`src/rtl/aim_pos_decoder.sv`:
```
// aim_pos_decoder: snapshots the AIM per-entry valid/pos vectors on i_start,
// then streams the valid entries lowest index first on a valid/ready
// interface. Each 9-bit pos is split back into (group, lane), and an optional
// one-hot lane mask is produced.
// Optional feature macro: AIM_DEC_ONEHOT_EN (one-hot lane decoder on o_onehot).
module aim_pos_decoder #(
  parameter int unsigned N_ENTRY = 32,
  parameter int unsigned POS_W   = 9,
  parameter int unsigned LANE_W  = 5
) (
  input  logic                           i_clk,
  input  logic                           i_rst,
  input  logic                           i_start,
  input  logic [N_ENTRY-1:0]             i_valid,
  input  logic [N_ENTRY*POS_W-1:0]       i_pos,
  output logic                           o_busy,
  output logic                           o_out_valid,
  input  logic                           i_out_ready,
  output logic [$clog2(N_ENTRY)-1:0]     o_idx,
  output logic [POS_W-LANE_W-1:0]        o_group,
  output logic [LANE_W-1:0]              o_lane,
  output logic [(1<<LANE_W)-1:0]         o_onehot,
  output logic [$clog2(N_ENTRY+1)-1:0]   o_count,
  output logic                           o_done
);

  localparam int unsigned IDX_W = $clog2(N_ENTRY);
  localparam int unsigned CNT_W = $clog2(N_ENTRY + 1);
  localparam logic [N_ENTRY-1:0] ONE_BIT = {{(N_ENTRY-1){1'b0}}, 1'b1};

  typedef enum logic [1:0] {
    S_IDLE,
    S_LOAD,
    S_EMIT,
    S_DONE
  } state_t;

  state_t                     state_q;
  state_t                     state_d;
  logic [N_ENTRY-1:0]         mask_r;
  logic [N_ENTRY*POS_W-1:0]   pos_r;

  logic                       handshake;
  logic [N_ENTRY-1:0]         mask_clr;
  logic [N_ENTRY-1:0]         search;
  logic                       pick_found;
  logic [IDX_W-1:0]           pick_idx;
  logic [POS_W-1:0]           pick_pos;
  logic                       load_beat;

  // Priority-encode the lowest pending entry: in LOAD from the fresh
  // snapshot, in EMIT from the mask with the beat being accepted removed.
  always_comb begin
    // NOTE: every signal written here gets a default first so no latch is inferred.
    handshake  = o_out_valid & i_out_ready;
    mask_clr   = mask_r & ~(ONE_BIT << o_idx);
    search     = (state_q == S_LOAD) ? mask_r : mask_clr;
    pick_found = |search;
    pick_idx   = '0;
    for (int i = N_ENTRY - 1; i >= 0; i--) begin
      if (search[i]) pick_idx = IDX_W'(i);
    end
    pick_pos  = pos_r[pick_idx*POS_W +: POS_W];
    load_beat = pick_found &&
                ((state_q == S_LOAD) || (state_q == S_EMIT && handshake));
  end

  // State register.
  always_ff @(posedge i_clk or posedge i_rst) begin
    // NOTE: sequential state uses non-blocking assignments so every register
    // samples pre-edge values regardless of block ordering.
    if (i_rst) state_q <= S_IDLE;
    else       state_q <= state_d;
  end

  // Next-state logic.
  always_comb begin
    state_d = state_q;
    case (state_q)
      S_IDLE: if (i_start) state_d = S_LOAD;
      S_LOAD: state_d = pick_found ? S_EMIT : S_DONE;
      S_EMIT: if (handshake && !pick_found) state_d = S_DONE;
      S_DONE: state_d = S_IDLE;
      default: state_d = S_IDLE;
    endcase
  end

  // Snapshot, beat registers, accepted-beat counter and status flags.
  always_ff @(posedge i_clk or posedge i_rst) begin
    if (i_rst) begin
      // NOTE: the snapshot registers are reset too, so a stale batch can never
      // leak into the next one after an abort.
      mask_r      <= '0;
      pos_r       <= '0;
      o_busy      <= 1'b0;
      o_out_valid <= 1'b0;
      o_idx       <= '0;
      o_group     <= '0;
      o_lane      <= '0;
      o_count     <= '0;
      o_done      <= 1'b0;
    end else begin
      o_done <= 1'b0;
      if (load_beat) begin
        o_idx   <= pick_idx;
        o_group <= pick_pos[POS_W-1:LANE_W];
        o_lane  <= pick_pos[LANE_W-1:0];
      end
      case (state_q)
        S_IDLE: begin
          if (i_start) begin
            mask_r  <= i_valid;
            pos_r   <= i_pos;
            o_count <= '0;
            o_busy  <= 1'b1;
          end
        end
        S_LOAD: begin
          if (pick_found) o_out_valid <= 1'b1;
        end
        S_EMIT: begin
          if (handshake) begin
            mask_r  <= mask_clr;
            o_count <= o_count + CNT_W'(1);
            if (!pick_found) o_out_valid <= 1'b0;
          end
        end
        S_DONE: begin
          o_done <= 1'b1;
          o_busy <= 1'b0;
        end
        default: ;
      endcase
    end
  end

`ifdef AIM_DEC_ONEHOT_EN
  // One-hot lane mask, registered alongside the other beat fields.
  always_ff @(posedge i_clk or posedge i_rst) begin
    if (i_rst)          o_onehot <= '0;
    else if (load_beat) o_onehot <= (1<<LANE_W)'(1) << pick_pos[LANE_W-1:0];
  end
`else
  // Decoder not built: lane mask is constant zero.
  assign o_onehot = '0;
`endif

endmodule

```
`config.mk`:
```
export PLATFORM = sky130hd
export DESIGN_NAME = aim_pos_decoder
export DESIGN_NICKNAME = d
export VERILOG_FILES = /design/src/rtl/aim_pos_decoder.sv
export SDC_FILE = /design/constraint.sdc
export NUM_CORES = 1
export LEC_CHECK = 0
export BUFFER_PORTS_ARGS = -buffer_cell sky130_fd_sc_hd__buf_2
export CAP_MARGIN = 20
export CORE_MARGIN = 2
export CORE_UTILIZATION = 59
export CTS_CLUSTER_SIZE = 12
export DETAILED_ROUTE_END_ITERATION = 12
export PLACE_DENSITY = 0.86
export SYNTH_ARGS = -nofsm -noshare
export SYNTH_HDL_FRONTEND = slang
export SYNTH_SLANG_ARGS = --single-unit
```
`constraint.sdc`:
```
create_clock -name i_clk -period 17.6 [get_ports i_clk]
set_input_delay 2.64 -clock i_clk [delete_from_list [all_inputs] [get_ports i_clk]]
set_output_delay 2.64 -clock i_clk [all_outputs]
set_load 0.01 [all_outputs]
```
# Word level (Yosys, flattened, before mapping)
# Cells that the tools add are included.
# totals
in_bits,324
reg_bits,345
# classes
addsub,1
n_reduce_logical,15
n_mux,50
eq_ne,8
n_mul,1
n_shift,2
n_bitwise,3
# op_table
op,n
$shiftx 288x10->9,1
$mux 5,32
$mux 32,3
$pmux 32 s2,1
$and 32x32->32,1
$not 32->32,1
$reduce_or 32->1,1
$shl 1x5->32 const A,1
$mux 6,2
$pmux 6 s2,1
$mul 5x4->9 const B,1
$ne 2x2->1 const B,4
$pmux 2 s4,1
$add 6x1->6 const B,1
$mux 1,6
$reduce_and 2->1,3
$reduce_bool 2->1,3
$eq 2x2->1 const B,2
$mux 2,2
$pmux 1 s2,2
$reduce_and 4->1,1
$logic_and 1x1->1,3
$reduce_and 3->1,1
$eq 2x1->1 const B,1
other kinds (5),5

# Longest topological paths before layout
# Gate-level depths: netlist of the first run.
# depth
word_depth,38
ltp_mapped,16

# Worst setup path after synthesis of the first run
# Ideal clock, no wire load.
# synth_path
kind,input-to-reg
startpoint,input i_out_ready
endpoint,register o_idx[0]
stages,6
path_slack_ns,13.484
n_path_buf,1
required_ns,17.475
arrival_time_ns,3.992
path_cell_list,and2_1 -> a21oi_1 -> inv_1 -> o21ai_1 -> buf_2 -> mux2_2
# synth_via
elab_chain_cells,4
# synth_rtl
element,line_no,text
from (decl),18,"input logic i_out_ready,"
$and 1x1->1,55,handshake = o_out_valid & i_out_ready;
$logic_and 1x1->1,65,((state_q == S_LOAD) || (state_q == S_EMIT && handshake));
$logic_or 1x1->1,65,
$logic_and 1x1->1,64,load_beat = pick_found &&
to (signal assigned),105,o_idx <= pick_idx;
to (decl),19,"output logic [$clog2(N_ENTRY)-1:0] o_idx,"
# Every way passes these cells.
# A chain may end at the register's enable or synchronous reset.

# Final worst setup path of the first run
# layout_path
startpoint,register state_q[1]
endpoint,register o_lane[2]
# layout_via
elab_chain_cells,36
elab_cells_between_ends,41
cone_classes,mul (1); eq/ne (2); shift (1); mux (33); reduce/logical (4)
# layout_rtl
element,line_no,text
from (decl),38,state_t state_q;
from (signal assigned),73,else state_q <= state_d;
$eq 2x1->1,"57, 65",
$mux 32,57,search = (state_q == S_LOAD) ? mask_r : mask_clr;
$mux 5 (32 in a row),61,if (search[i]) pick_idx = IDX_W'(i);
$mul 5x4->9,63,pick_pos = pos_r[pick_idx*POS_W +: POS_W];
$shiftx 288x10->9,63,
to (signal assigned),107,o_lane <= pick_pos[LANE_W-1:0];
to (decl),21,"output logic [LANE_W-1:0] o_lane,"
# Several ways; a longest one is shown, not always the timed one.

==> metrics.md, run 1 <==
| Metric | Value |
|---|---|
| Status | finished clean |
| Avg Inst Size Synth | 11.3 µm² |
| Antenna violations before repair | 34 |
| Clock Sinks | 345 |
| Drt drc | 0 |
| Worst VDD drop | 0.138 mV |
| # rows | 62 |
| Setup Skew | 0.0197 ns |
| Min-Delay Path Depth | 1 |
| Largest net degree at the start of global routing | 218 |
| EDFF count, synth | 0 |
| FF-to-FF setup slack | 12.53 ns |
| Worst path required time | 18.01 ns |
| Number of synthesized register bits | 345 |
| Hold endpoint | pos_r[0]$_DFFE_PP0P_ |
| Largest family of logic cells by synthesized area | multiplexers |
| Worst Hold Class | reg -> reg |
| DIE WIDTH | 175 µm |
| Post_cts resized | 0 |
| Area of the multi-input gates | 7920 µm² |
| Pleak | 9.15 nW |
| CTS tree | built |
| Post-synthesis mux area share | 23.3% |
| Max Cap Violations | 0 |
| FFs w/ async S/R, synth | 100% |
| CTS Hold Buffers Added | 0 |
| Final core occ | 70.9% |
| Cell with the most instances after synthesis | dfrtp_1 |
| Routability cong. | 0.980 |
| Post-synth cell types | 76 |
| Port Buffers | 346 |
| DRT iter0 DRCs | 1,197 |
| Post-synthesis simple-gate area fraction | 10.9% |
| Number of global-route vias before repair | 13,900 |
| Pre-CTS setup slack | 12.36 ns |
| CTS Buf Count | 38 |
| # fillers | 2,036 |
| Power Total | 4.25 mW |
| Tot GR Track Use | 32.1% |
| Setup Fix Bufs, Post-CTS | 0 |
| Initial Utilization | 60.0% |
| Remaining Overflow, GRT | 0 |
| Synthesis-to-layout area growth | 18.2% |
| Post-layout instance area | 20,300 µm² |
| Post-DP HPWL | 34,400 µm |
| Worst Path Max Fanout | 55 |
| Placed cells | 2,160 |
| DR pass1 iterations | 5 |
| Vias per cell | 6.13 |
| Clk slew on worst S/H paths | 0.06 ns |
| Area leader, netlist | dfrtp_1 |
| H-tree depth | 2 |
| R2r startpoint | state_q[1]$_DFFE_PP0P_ |
| Die ar. | 30,600 µm² |
| Hold path start | pos_r[0]$_DFFE_PP0P_ |
| Antenna viol nets, final | 0 |
| Via Count | 13,900 |
| Synth Area in Compound Gates | 10.4% |
| Critical path arrival | 5.47 ns |
| Xor-xnor portion of the synthesized cell area | 0.153% |
| Synth Area in Adders | 0.363% |
| Mapped Area | 17,200 µm² |
| RR Endpoint | o_lane[2]$_DFFE_PP0P_ |
| Yosys warnings | 0 |
| Setup WS post-layout | 12.53 ns |
| Final hold violations | 0 |
| WL final | 50,200 µm |
| Relative slew slack | 17.7% |
| First-pass GRT wire length | 76,200 µm |
| Share of the synthesized area in the top cell type | 50.2% |
| Least-Margin Pin Slew | 1.23 ns |
| Routed WL per cell | 22.2 µm |
| Fin. max-slew vios | 0 |
| Final setup vio count | 0 |
| Synth top cells by count | 345 x dfrtp_1, 298 x mux2_2, 169 x nand2_1 |
| Setup TNS | 0 ns |
| Post-route minimum period | 5.07 ns |
| Cells after synthesis | 1,523 |
| Worst setup SP type | flip-flop |
| Post-synthesis sequential area ratio | 50.2% |
| Top post-synthesis cells by area | dfrtp_1 50%, mux2_2 19%, mux2i_1 3.7%, nand2_1 3.7%, buf_4 1.9% |
| Num ports | 379 |
| CP Class | reg -> reg |
| Synth Flop Type | dfrtp_1 |
| Core area | 28,700 µm² |
| Root Buffer | clkbuf_16 |
| Share of cells above drive strength 1 | 40.0% |
| RSZ-0062 raised after global routing | no |
| Finished Layout Cells | 2,262 |
| Die Ht | 175 µm |
| FMAX | 197 MHz |
| Power per cell area | 209 nW/µm² |
| Crit. End Element | flip-flop |
| Final critical-path share of the clock period | 28.8% |
| Placed Area | 18,900 µm² |
| Final-stage net count | 2,148 |
| Clock Latency Late Sink | 0.54 ns |
| Sequential cell area | 8630 µm² |
| Fin Hold WS | 0.498 ns |
| Worst Reg2Reg Path Length in Cells | 14 |
| Maximum clock path buffer count | 3 |
-- flip-flops by register name (all words and copies together), names as in the netlist --
signal	cells
mask_r	32
o_busy	1
o_count	6
o_done	1
o_group	4
o_idx	5
o_lane	5
o_out_valid	1
pos_r	288
state_q	2
-- kinds of logic (layout without fill, tap and decap cells) --
group	Yosys count	after routing
and+or+nand+nor	394	394
muxes	363	363
DFF	345	345
AOI/OAI and AO/OA	261	261
buffers and inverters	151	441
adders and majority gates	5	5
xor gates and xnor gates	3	3
other	1	66
-- layout by cell type, fill, tap and decap left out, types with 34 or more instances in the layout --
cell type / count
nand2_1: 168
diode_2: 34
nor2_1: 58
a21oi_1: 55
buf_2: 346
clkbuf_16: 38
nand3_1: 46
mux2_2: 298
mux2i_1: 64
dfrtp_1: 345
-- layer usage --
layer / GRT usage (%) / vias to the layer above / routed length [µm]
li1: - / 6099 / -
met3: 7.94 / 176 / 4210
met5: 0 / - / 41
met1: 38.9 / 6872 / 18600
met2: 52.9 / 708 / 24600
met4: 17.1 / 6 / 2770
-- layout make-up --
cell class / instances / share of cell area [%]
clock buffers: 54 / 5.31
repair buffers: 364 / 9.53
diodes: 34 / 0.418
well taps: 384 / 2.36
inverters: 12 / 0.258
flip-flops and latches: 345 / 42.4
multi-input cells: 1058 / 38.9
clock inverters: 11 / 0.744
-- worst max-delay path, cell delays in order (launching register included) --
cell	delay, ns
dfrtp_1	0.41
inv_1	0.08
ha_1	0.38
nand3b_1	0.44
o32ai_1	0.67
o21a_1	0.26
o2111ai_1	0.26
o22ai_4	0.61
nor2_4	0.02
buf_4	0.31
buf_4	0.41
a211oi_1	0.33
a31oi_1	0.14
a22oi_1	0.42
nand4_1	0.13
-- where the power goes --
group | internal (mW) | switching, mW | leakage (nW)
Clock | 0.461 | 0.324 | 0.603
Sequential | 1.20 | 0.267 | 4.11
Combinational | 0.848 | 1.15 | 4.43
Total | 2.51 | 1.74 | 9.15
-- worst max-delay path by stage --
| stage | start | endpoint | slack (ns) | cells past startpoint |
|---|---|---|---|---|
| after floorplan | i_rst | mask_r[0]$_DFFE_PP0P_ | 5.39 | 1 |
| after detailed placement | i_rst | pos_r[264]$_DFFE_PP0P_ | 12.36 | 4 |
| final | state_q[1]$_DFFE_PP0P_ | o_lane[2]$_DFFE_PP0P_ | 12.53 | 14 |
| after global routing | state_q[1]$_DFFE_PP0P_ | o_lane[4]$_DFFE_PP0P_ | 12.25 | 14 |
| after global placement | i_rst | pos_r[264]$_DFFE_PP0P_ | 12.43 | 4 |
| after CTS | state_q[1]$_DFFE_PP0P_ | o_lane[4]$_DFFE_PP0P_ | 12.67 | 14 |
Note: power is estimated with default switching activity, not from simulation.
==> run 2: changes to the inputs <==
CORE_UTILIZATION = 55   (was 59)
PLACE_DENSITY = 0.81   (was 0.86)
clock period = 5 ns   (was 17.6 ns; I/O delays follow)
==> metrics.md, run 2 (same netlist as run 1, synthesis figures left out) <==
| Metric | Value |
|---|---|
| H-tree depth | 2 (unchanged) |
| WL final | 51,600 µm (+2.7%) |
| Clock Latency Late Sink | 0.54 ns (about the same) |
| Post_cts resized | 0 (unchanged) |
| Port Buffers | 346 (unchanged) |
| Maximum clock path buffer count | 3 (unchanged) |
| Largest net degree at the start of global routing | 163 (-25%) |
| Clock share of power | 17.5% (-1.0 points) |
| Antenna viol nets, final | 0 (unchanged) |
| Pre-CTS setup slack | 0.605 ns (-11.76 ns) |
| Crit. End Element | flip-flop |
| Final critical-path share of the clock period | 88.9% (+60 points) |
| Initial Utilization | 56.1% (-3.8 points) |
| Fin. max-slew vios | 0 (unchanged) |
| CP delay by family, top | compound AO/OA/AOI/OAI gates |
| Vias per cell | 6.12 (-0.14%) |
| Levels on crit path | 12 (-2) |
| Post-layout instance area | 20,200 µm² (-0.48%) |
| Seq pwr share | 35.5% (+1.0 points) |
| Pleak | 9.11 nW (-0.42%) |
| Setup Fix Bufs, Post-CTS | 0 (unchanged) |
| Core area | 30,700 µm² (+6.9%) |
| Worst path required time | 5.41 ns (-12.60 ns) |
| Combinational cell fraction of total power | 47.0% (about the same) |
| Tot GR Track Use | 30.6% (-1.5 points) |
| Status | finished clean |
| Setup Skew | 0.0230 ns (+0.00327 ns) |
| Worst Path Max Fanout | 35 (-36%) |
| Post-DP HPWL | 37,400 µm (+8.7%) |
| Root Buffer | clkbuf_16 |
| # rows | 64 (+3.2%) |
| Clk slew on worst S/H paths | 0.06 ns (about the same) |
| DIE WIDTH | 181 µm (+3.5%) |
| CTS Hold Buffers Added | 0 (unchanged) |
| Routed WL per cell | 22.9 µm (+3.2%) |
| Num ports | 379 (unchanged) |
| Net Sw Frac | 41.4% (+0.47 points) |
| Via Count | 13,800 (-0.58%) |
| Antenna violations before repair | 11 (-68%) |
| Number of global-route vias before repair | 13,700 (-1.5%) |
| Max Cap Violations | 0 (unchanged) |
| Max FFs per register | 288 (unchanged) |
| First-pass GRT wire length | 77,800 µm (+2.1%) |
| Top reg by flops | pos_r |
| Area of the multi-input gates | 7920 µm² (unchanged) |
| CP Class | reg -> reg |
| Relative slew slack | 24.9% (+7.1 points) |
| CTS tree | built |
| Worst VDD drop | 0.444 mV (+220%) |
| Share of cells above drive strength 1 | 39.7% (-0.29 points) |
| Worst Path Buf+Inv | 3 (unchanged) |
| Leading cell type in the layout, fill and taps excluded | buf_2 |
| FF-to-FF setup slack | 0.55 ns (-11.98 ns) |
| Routability cong. | 0.957 (-2.4%) |
| Worst Hold Class | in -> async |
| Setup WS post-layout | 0.554 ns (-11.98 ns) |
| Die Ht | 181 µm (+3.5%) |
| Setup TNS | 0 ns (unchanged) |
| Worst setup SP type | flip-flop |
| Crit-path cells | buf_4, nor2b_1, a2111oi_0, o21a_1, o2111ai_1, o221ai_4, buf_12, buf_4, mux2i_1, a32oi_1, nand4_1, nand4_1 |
| Final-stage net count | 2,151 (+0.14%) |
| R2r startpoint | o_idx[0]$_DFFE_PP0P_ |
| Power Total | 15.0 mW (+250%) |
| Most frequent cells in the layout | 346 x buf_2, 345 x dfrtp_1, 298 x mux2_2 |
| Placed Area | 19,100 µm² (+0.73%) |
| Synthesis-to-layout area growth | 17.6% |
| Post-route minimum period | 4.45 ns (-0.619 ns) |
| Sequential cell area | 8630 µm² (unchanged) |
| Least-Margin Pin Slew | 1.13 ns (-0.107 ns) |
| Power per cell area | 741 nW/µm² (+260%) |
| P_sw | 6.21 mW (+260%) |
| DRT iter0 DRCs | 1,186 (-0.92%) |
| Final hold violations | 0 (unchanged) |
| CP max stage delay | 0.96 ns (+0.29 ns) |
| FMAX | 225 MHz (+14%) |
| DR pass1 iterations | 8 (+3) |
| Die ar. | 32,700 µm² (+7.1%) |
| # fillers | 2,352 (+16%) |
| Remaining Overflow, GRT | 0 (unchanged) |
| Crit path capture | o_lane[4]$_DFFE_PP0P_ |
| RR Endpoint | o_lane[4]$_DFFE_PP0P_ |
| Worst Reg2Reg Path Length in Cells | 12 (-2) |
| Crit path max-delay cell type | dfrtp_1 |
| Worst setup path startpoint | o_idx[0]$_DFFE_PP0P_ |
| Fin Hold WS | 0.359 ns (-0.139 ns) |
| Clock Sinks | 345 (unchanged) |
| Drt drc | 0 (unchanged) |
| RSZ-0062 raised after global routing | no |
| Final setup vio count | 0 (unchanged) |
| P_int | 8.79 mW (+250%) |
| CTS Buf Count | 37 (-2.6%) |
| Largest regs | pos_r: 288 flops, mask_r: 32 flops, o_count: 6 flops |
| Critical path arrival | 4.86 ns (-0.61 ns) |
## run 2: changes by cell type in the layout (fill, tap and decap cells not counted), moves of 3 or more
cell / change
buf_12: +6
buf_16: -3
clkbuf_1: +6
clkbuf_8: -4
clkinv_2: -4
diode_2: -23
## run 2: routing by layer
layer | up-vias | part of all wire [%] | global-route usage (%)
met2 | 719 | 49 | 50.0
met1 | 6841 | 38 | 39.0
li1 | 6065 | - | -
met3 | 155 | 7.7 | 5.58
met4 | 0 | 5.1 | 15.6
met5 | - | 0 | 0
## run 2: worst min-delay path by stage
stage,start,end,slack (ns)
after floorplan,pos_r[111]$_DFFE_PP0P_,pos_r[111]$_DFFE_PP0P_,0.47
after global placement,pos_r[3]$_DFFE_PP0P_,pos_r[3]$_DFFE_PP0P_,0.48
after detailed placement,pos_r[111]$_DFFE_PP0P_,pos_r[111]$_DFFE_PP0P_,0.48
after CTS,i_rst,pos_r[143]$_DFFE_PP0P_,0.36
after global routing,i_rst,pos_r[143]$_DFFE_PP0P_,0.41
final,i_rst,pos_r[143]$_DFFE_PP0P_,0.36
## run 2: power groups by stage
stage / clock network [mW] / registers (mW) / logic [mW]
2_1_floorplan: 0 / 4.84 / 5.36
3_3_place_gp: 0 / 5.24 / 6.75
3_5_place_dp: 0 / 5.29 / 6.93
4_1_cts: 2.67 / 5.27 / 6.97
5_1_grt: 2.78 / 5.44 / 7.58
6_report: 2.63 / 5.32 / 7.05
## run 2: cell type report
cell class,instances,area share [%]
sequential,345,42.6
multi-input combinational,1058,39.1
timing repair buffer,368,9.80
clock buffer,56,5.18
tap,396,2.45
clock inverter,6,0.433
inverter,12,0.241
antenna,11,0.136
## run 2: per-stage QoR
stage | cells | utilization, %
floorplan | 1554 | -
CTS | 2241 | 65.9
global route | 2252 | 66.0
detailed placement | 2179 | 62.2
finish | 2252 | 66.0
global placement | 2179 | 62.2
